File: src/rtl/display_multiplexado.sv
// display_multiplexado
// Time-multiplexed driver for a bank of 7-segment digits. A shadow register
// holds one nibble and one decimal point per digit. A prescaler keeps each
// digit lit for DIVISOR cycles, and the digit index then advances. The active
// nibble is decoded in BCD or hex mode. Leading zeros can be blanked.
//
// Ports
//   clock         system clock, rising edge
//   reset         synchronous, active-high
//   habilita      scan enable; when low, all outputs are inactive and the scan is frozen
//   carregar      strobe: latch valores/pontos into the shadow register
//   valores       packed nibbles, digit 0 in bits [3:0]
//   pontos        decimal point request per digit
//   modo_hex      0 = BCD (10..15 blank), 1 = hex
//   apagar_zeros  leading-zero blanking enable
//   segmentos     segments a..g, segmentos[0] = a
//   ponto         decimal point of the active digit
//   anodos        one-hot digit select
module display_multiplexado #(
    parameter int DIGITOS     = 4,
    parameter int DIVISOR     = 50000,
    parameter int ATIVO_BAIXO = 1
) (
    input  logic                   clock,
    input  logic                   reset,
    input  logic                   habilita,
    input  logic                   carregar,
    input  logic [4*DIGITOS-1:0]   valores,
    input  logic [DIGITOS-1:0]     pontos,
    input  logic                   modo_hex,
    input  logic                   apagar_zeros,
    output logic [0:6]             segmentos,
    output logic                   ponto,
    output logic [DIGITOS-1:0]     anodos
);

    localparam int CW = (DIVISOR > 1) ? $clog2(DIVISOR) : 1;
    localparam int IW = (DIGITOS > 1) ? $clog2(DIGITOS) : 1;

    logic [CW-1:0]          cnt;
    logic [IW-1:0]          idx;
    logic [4*DIGITOS-1:0]   shadow_val;
    logic [DIGITOS-1:0]     shadow_pt;

    // The output registers are kept in active-low form internally. For
    // active-high boards, they are inverted after the flop, so reset always
    // yields "inactive".
    logic [0:6]             seg_q;
    logic                   pt_q;
    logic [DIGITOS-1:0]     an_q;

    logic [0:6]             seg_nxt;
    logic                   pt_nxt;
    logic [DIGITOS-1:0]     an_nxt;
    logic [3:0]             nibble;
    logic                   blank;
    logic                   zero_acc;
    logic [DIGITOS-1:0]     zeros_acima;

    function automatic logic [0:6] decodifica(input logic [3:0] v, input logic hex);
        logic [0:6] s;
        s = 7'b1111111;
        case (v)
            4'd0:  s = 7'b0000001;
            4'd1:  s = 7'b1001111;
            4'd2:  s = 7'b0010010;
            4'd3:  s = 7'b0000110;
            4'd4:  s = 7'b1001100;
            4'd5:  s = 7'b0100100;
            4'd6:  s = 7'b0100000;
            4'd7:  s = 7'b0001111;
            4'd8:  s = 7'b0000000;
            4'd9:  s = 7'b0000100;
            4'd10: s = hex ? 7'b0001000 : 7'b1111111;
            4'd11: s = hex ? 7'b1100000 : 7'b1111111;
            4'd12: s = hex ? 7'b0110001 : 7'b1111111;
            4'd13: s = hex ? 7'b1000010 : 7'b1111111;
            4'd14: s = hex ? 7'b0110000 : 7'b1111111;
            4'd15: s = hex ? 7'b0111000 : 7'b1111111;
            default: s = 7'b1111111;
        endcase
        return s;
    endfunction

    always_comb begin
        // zeros_acima[i] is set when nibble i and every nibble above it are zero
        zero_acc    = 1'b1;
        zeros_acima = '0;
        for (int i = DIGITOS - 1; i >= 0; i--) begin
            zero_acc       = zero_acc & (shadow_val[4*i +: 4] == 4'd0);
            zeros_acima[i] = zero_acc;
        end

        nibble  = shadow_val[4*idx +: 4];
        blank   = apagar_zeros && (idx != '0) && zeros_acima[idx];
        seg_nxt = blank ? 7'b1111111 : decodifica(nibble, modo_hex);
        pt_nxt  = ~shadow_pt[idx];
        an_nxt  = '1;
        for (int i = 0; i < DIGITOS; i++) begin
            an_nxt[i] = (idx != IW'(i));
        end

        if (!habilita) begin
            seg_nxt = '1;
            pt_nxt  = 1'b1;
            an_nxt  = '1;
        end
    end

    always_ff @(posedge clock) begin
        if (reset) begin
            cnt        <= '0;
            idx        <= '0;
            shadow_val <= '0;
            shadow_pt  <= '0;
            seg_q      <= '1;
            pt_q       <= 1'b1;
            an_q       <= '1;
        end else begin
            if (carregar) begin
                shadow_val <= valores;
                shadow_pt  <= pontos;
            end
            if (habilita) begin
                if (cnt == CW'(DIVISOR - 1)) begin
                    cnt <= '0;
                    idx <= (idx == IW'(DIGITOS - 1)) ? '0 : idx + IW'(1);
                end else begin
                    cnt <= cnt + CW'(1);
                end
            end
            seg_q <= seg_nxt;
            pt_q  <= pt_nxt;
            an_q  <= an_nxt;
        end
    end

    assign segmentos = (ATIVO_BAIXO != 0) ? seg_q : ~seg_q;
    assign ponto     = (ATIVO_BAIXO != 0) ? pt_q  : ~pt_q;
    assign anodos    = (ATIVO_BAIXO != 0) ? an_q  : ~an_q;

endmodule

File: config.mk
export PLATFORM = sky130hd
export DESIGN_NAME = display_multiplexado
export DESIGN_NICKNAME = d
export VERILOG_FILES = /design/src/rtl/display_multiplexado.sv
export SDC_FILE = /design/constraint.sdc
export NUM_CORES = 1
export LEC_CHECK = 0
export CAP_MARGIN = 20
export CORE_MARGIN = 1.5
export CORE_UTILIZATION = 35
export CTS_CLUSTER_DIAMETER = 120
export CTS_CLUSTER_SIZE = 14
export DETAILED_ROUTE_END_ITERATION = 10
export GPL_TIMING_DRIVEN = 0
export SLEW_MARGIN = 0
export SYNTH_ARGS = -nofsm -noshare
export SYNTH_HDL_FRONTEND = slang
export SYNTH_SLANG_ARGS = --single-unit
export TNS_END_PERCENT = 5
File: constraint.sdc
create_clock -name clock -period 2.39 [get_ports clock]
set_clock_uncertainty 0.15 [all_clocks]
set_input_delay 0.478 -clock clock [delete_from_list [all_inputs] [get_ports clock]]
set_output_delay 0.478 -clock clock [all_outputs]
set_load 0.005 [all_outputs]
==> flow_metrics.tcl <==
set metrics [dict create \
    status "complete, no violations" \
    place_ws_ns 0.0979 \
    grt_pass1_vias 1626 \
    finalSetupViolCount 0 \
    cp_data_required_time_ns 2.43 \
    slew-limit-headroom_pct 48.6 \
    async_flop_share_pct 0 \
    via_per_inst 4.82 \
    startpoint_type "flop" \
    initial_utilization_pct 35.8 \
    pwr-share-clk_pct 31.1 \
    ant_nets 0 \
    ys.flop_type "dfxtp_1" \
    grtUsageTotal_pct 13.4 \
    syn_avg_cell_area_sq_um 9.37 \
    nNetsFinal 313 \
    ys_types 39 \
    comb_power_share_pct 12.4 \
    grt_pass1_wl_um 7650 \
    worst_slew_pin_slew_ns 0.771 \
    rsz0062_at_grt "no" \
    power_w 0.00157 \
    switching_share_pct 24.7 \
    slew_violations 0 \
    wl_um 4510 \
    power.internal_w 0.00118 \
    cts_hold_buffers 0 \
    grt_antenna_before_repair 0 \
    ioPinCount 38 \
    fmax_mhz 477 \
    die_h_um 83.2 \
    overflow 0 \
    postCtsSetupBuffers 0 \
    worstPathMaxFanout 10 \
    grt_max_degree 17 \
    area_growth_pct 23.9 \
    yosysWarnings 0 \
    setup_slack_ns 0.295 \
    synth_top_cell_by_area "dfxtp_1" \
    period_share_pct 87.7 \
    cts_num_sinks 50 \
    num_vias 1736 \
    wire_per_inst_um 12.5 \
    ys_seq_area_share_pct 44.5 \
    fin_tns_setup_ns 0 \
    syn_area_sq_um 2250 \
    clock_latency_ns 0.30 \
    period_minus_slack_ns 2.09 \
    postPlaceCellArea_sq_um 2700 \
    fin_util_pct 44.4 \
    final_cell_area_sq_um 2790 \
    maxCapViolCount 0 \
    yosys-top-cells-area "dfxtp_1 45%, mux2i_1 9.8%, nor2_1 7.5%" \
    hpwl_um 3300 \
    path_class "flop to flop" \
    cts_buffers 5 \
    drive_gt1_share_pct 7.42 \
    htreeDepth 2 \
    drc 0 \
    p_leak_nw 1.07 \
    die-area_sq_um 6910 \
    core_area_sq_um 6280 \
    synth_top_area_share_pct 44.5 \
    rows 29 \
    syn-num-nets 271 \
    syn_inst 240 \
    p_sw_w 0.000387 \
    post_cts_resized 0 \
    cts-root-buf "clkbuf_8" \
    drt_iter0_markers 50 \
    hold_viol_final 0 \
    path_clk_slew_ns 0.09 \
    gp_congestion 0.840 \
    p_seq_share_pct 56.5 \
    powerDensity_nw_per_um2 563 \
    cts_tree "built" \
    irDropWorstVdd_mv 0.345 \
    min-delay-path-class "flop to flop" \
    clockBufferDepth 2 \
    fp.dieW_um 83.2 \
    synth_edf_count 0 \
    portBuffers 35 \
    antenna_cells 0 \
    ys_ff_latch 50 \
    dr.pass1.iters 4 \
    critPathCaptureType "flop" \
    critPathArrivalTime_ns 2.13 \
]
[final cells by class]
cell class	instances	area, sq um
Sequential cell	50	1000
Multi-Input combinational cell	174	1160
Tap cell	77	96.3
Clock inverter	3	21.3
Buffer	13	71.3
Clock buffer	5	68.8
Timing Repair Buffer	35	350
Inverter	3	11.3
Fill cell	621	3490
[flip-flops by register name, summed over array words and instances (netlist names)]
name / count
cnt: 16
shadow_val: 16
segmentos: 7
anodos: 4
shadow_pt: 4
idx: 2
ponto: 1
[cell families (layout without fill, tap and decap cells)]
family,Yosys count,after routing,share of synthesized area (%)
XOR/XNOR,16,16,6.23
adder cells (fa/ha/maj),6,6,3.28
AND/OR/NAND/NOR,103,103,21.3
AO/OA/AOI/OAI,22,22,6.18
buffers and inverters,16,59,3.67
multiplexers,27,27,14.8
flip-flops,50,50,44.5
[cells in the final DEF (no fill, tap or decap), drive strengths merged, types with 3 or more instances in the layout]
cell type,netlist,routed
o21ai,7,7
buf,6,6
nor2,45,45
nand4,7,7
mux2i,22,22
clkdlybuf4s50,0,35
dfxtp,50,50
nor3,4,4
clkbuf,7,12
nand2,24,24
nor4,3,3
inv,3,3
xnor2,9,9
a21oi,6,6
nand2b,3,3
and3,4,4
xor2,7,7
mux4,5,5
ha,5,5
[stage by stage]
step                      hold WS, ns  cells
after floorplan                 0.305    240
after global placement          0.332    352
after detailed placement        0.334    352
after CTS                       0.362    360
after global routing            0.383    360
final                           0.358    360
[layer usage]
metal,up-vias,global-route usage (%),part of all wire [%]
li1,904,-,-
met1,801,17.6,51
met2,27,22.0,45
met3,4,3.98,3.4
met4,0,3.18,0.82
met5,-,0,0
[final timing paths]
path,end,from,depth (start not counted),slack (ns)
worst max-delay path,cnt[14]$_SDFFE_PP0P_,cnt[0]$_SDFFE_PP0P_,7,0.30
worst min-delay path,shadow_pt[1]$_SDFFE_PP0P_,shadow_pt[1]$_SDFFE_PP0P_,2,0.36
worst max register to register,cnt[14]$_SDFFE_PP0P_,cnt[0]$_SDFFE_PP0P_,7,0.30
worst min register to register,shadow_pt[1]$_SDFFE_PP0P_,shadow_pt[1]$_SDFFE_PP0P_,2,0.36
[power by group through the flow]
stage | combinational (W) | sequential, W | clock [W]
2_1_floorplan | 0.000114 | 0.000900 | 0
3_3_place_gp | 0.000195 | 0.000905 | 0
3_5_place_dp | 0.000196 | 0.000905 | 0
4_1_cts | 0.000197 | 0.000886 | 0.000508
5_1_grt | 0.000214 | 0.000890 | 0.000540
6_report | 0.000195 | 0.000886 | 0.000488
[Yosys cell counts, types with 5 or more instances]
cell type and number:
nand4_1 7, a21oi_1 6, nor2_1 45, ha_1 5
dfxtp_1 50, mux2i_1 22, clkbuf_1 7, nand2_1 24
mux4_2 5, xor2_1 7, xnor2_1 9
[worst max-delay path, cell delays in order (launching register included)]
cell,delay [ns]
dfxtp_1,0.37
ha_1,0.19
and4_1,0.26
nand4_1,0.24
nand2b_1,0.14
clkbuf_1,0.27
buf_2,0.29
nor2_1,0.07
(Power assumes the default switching activity.)
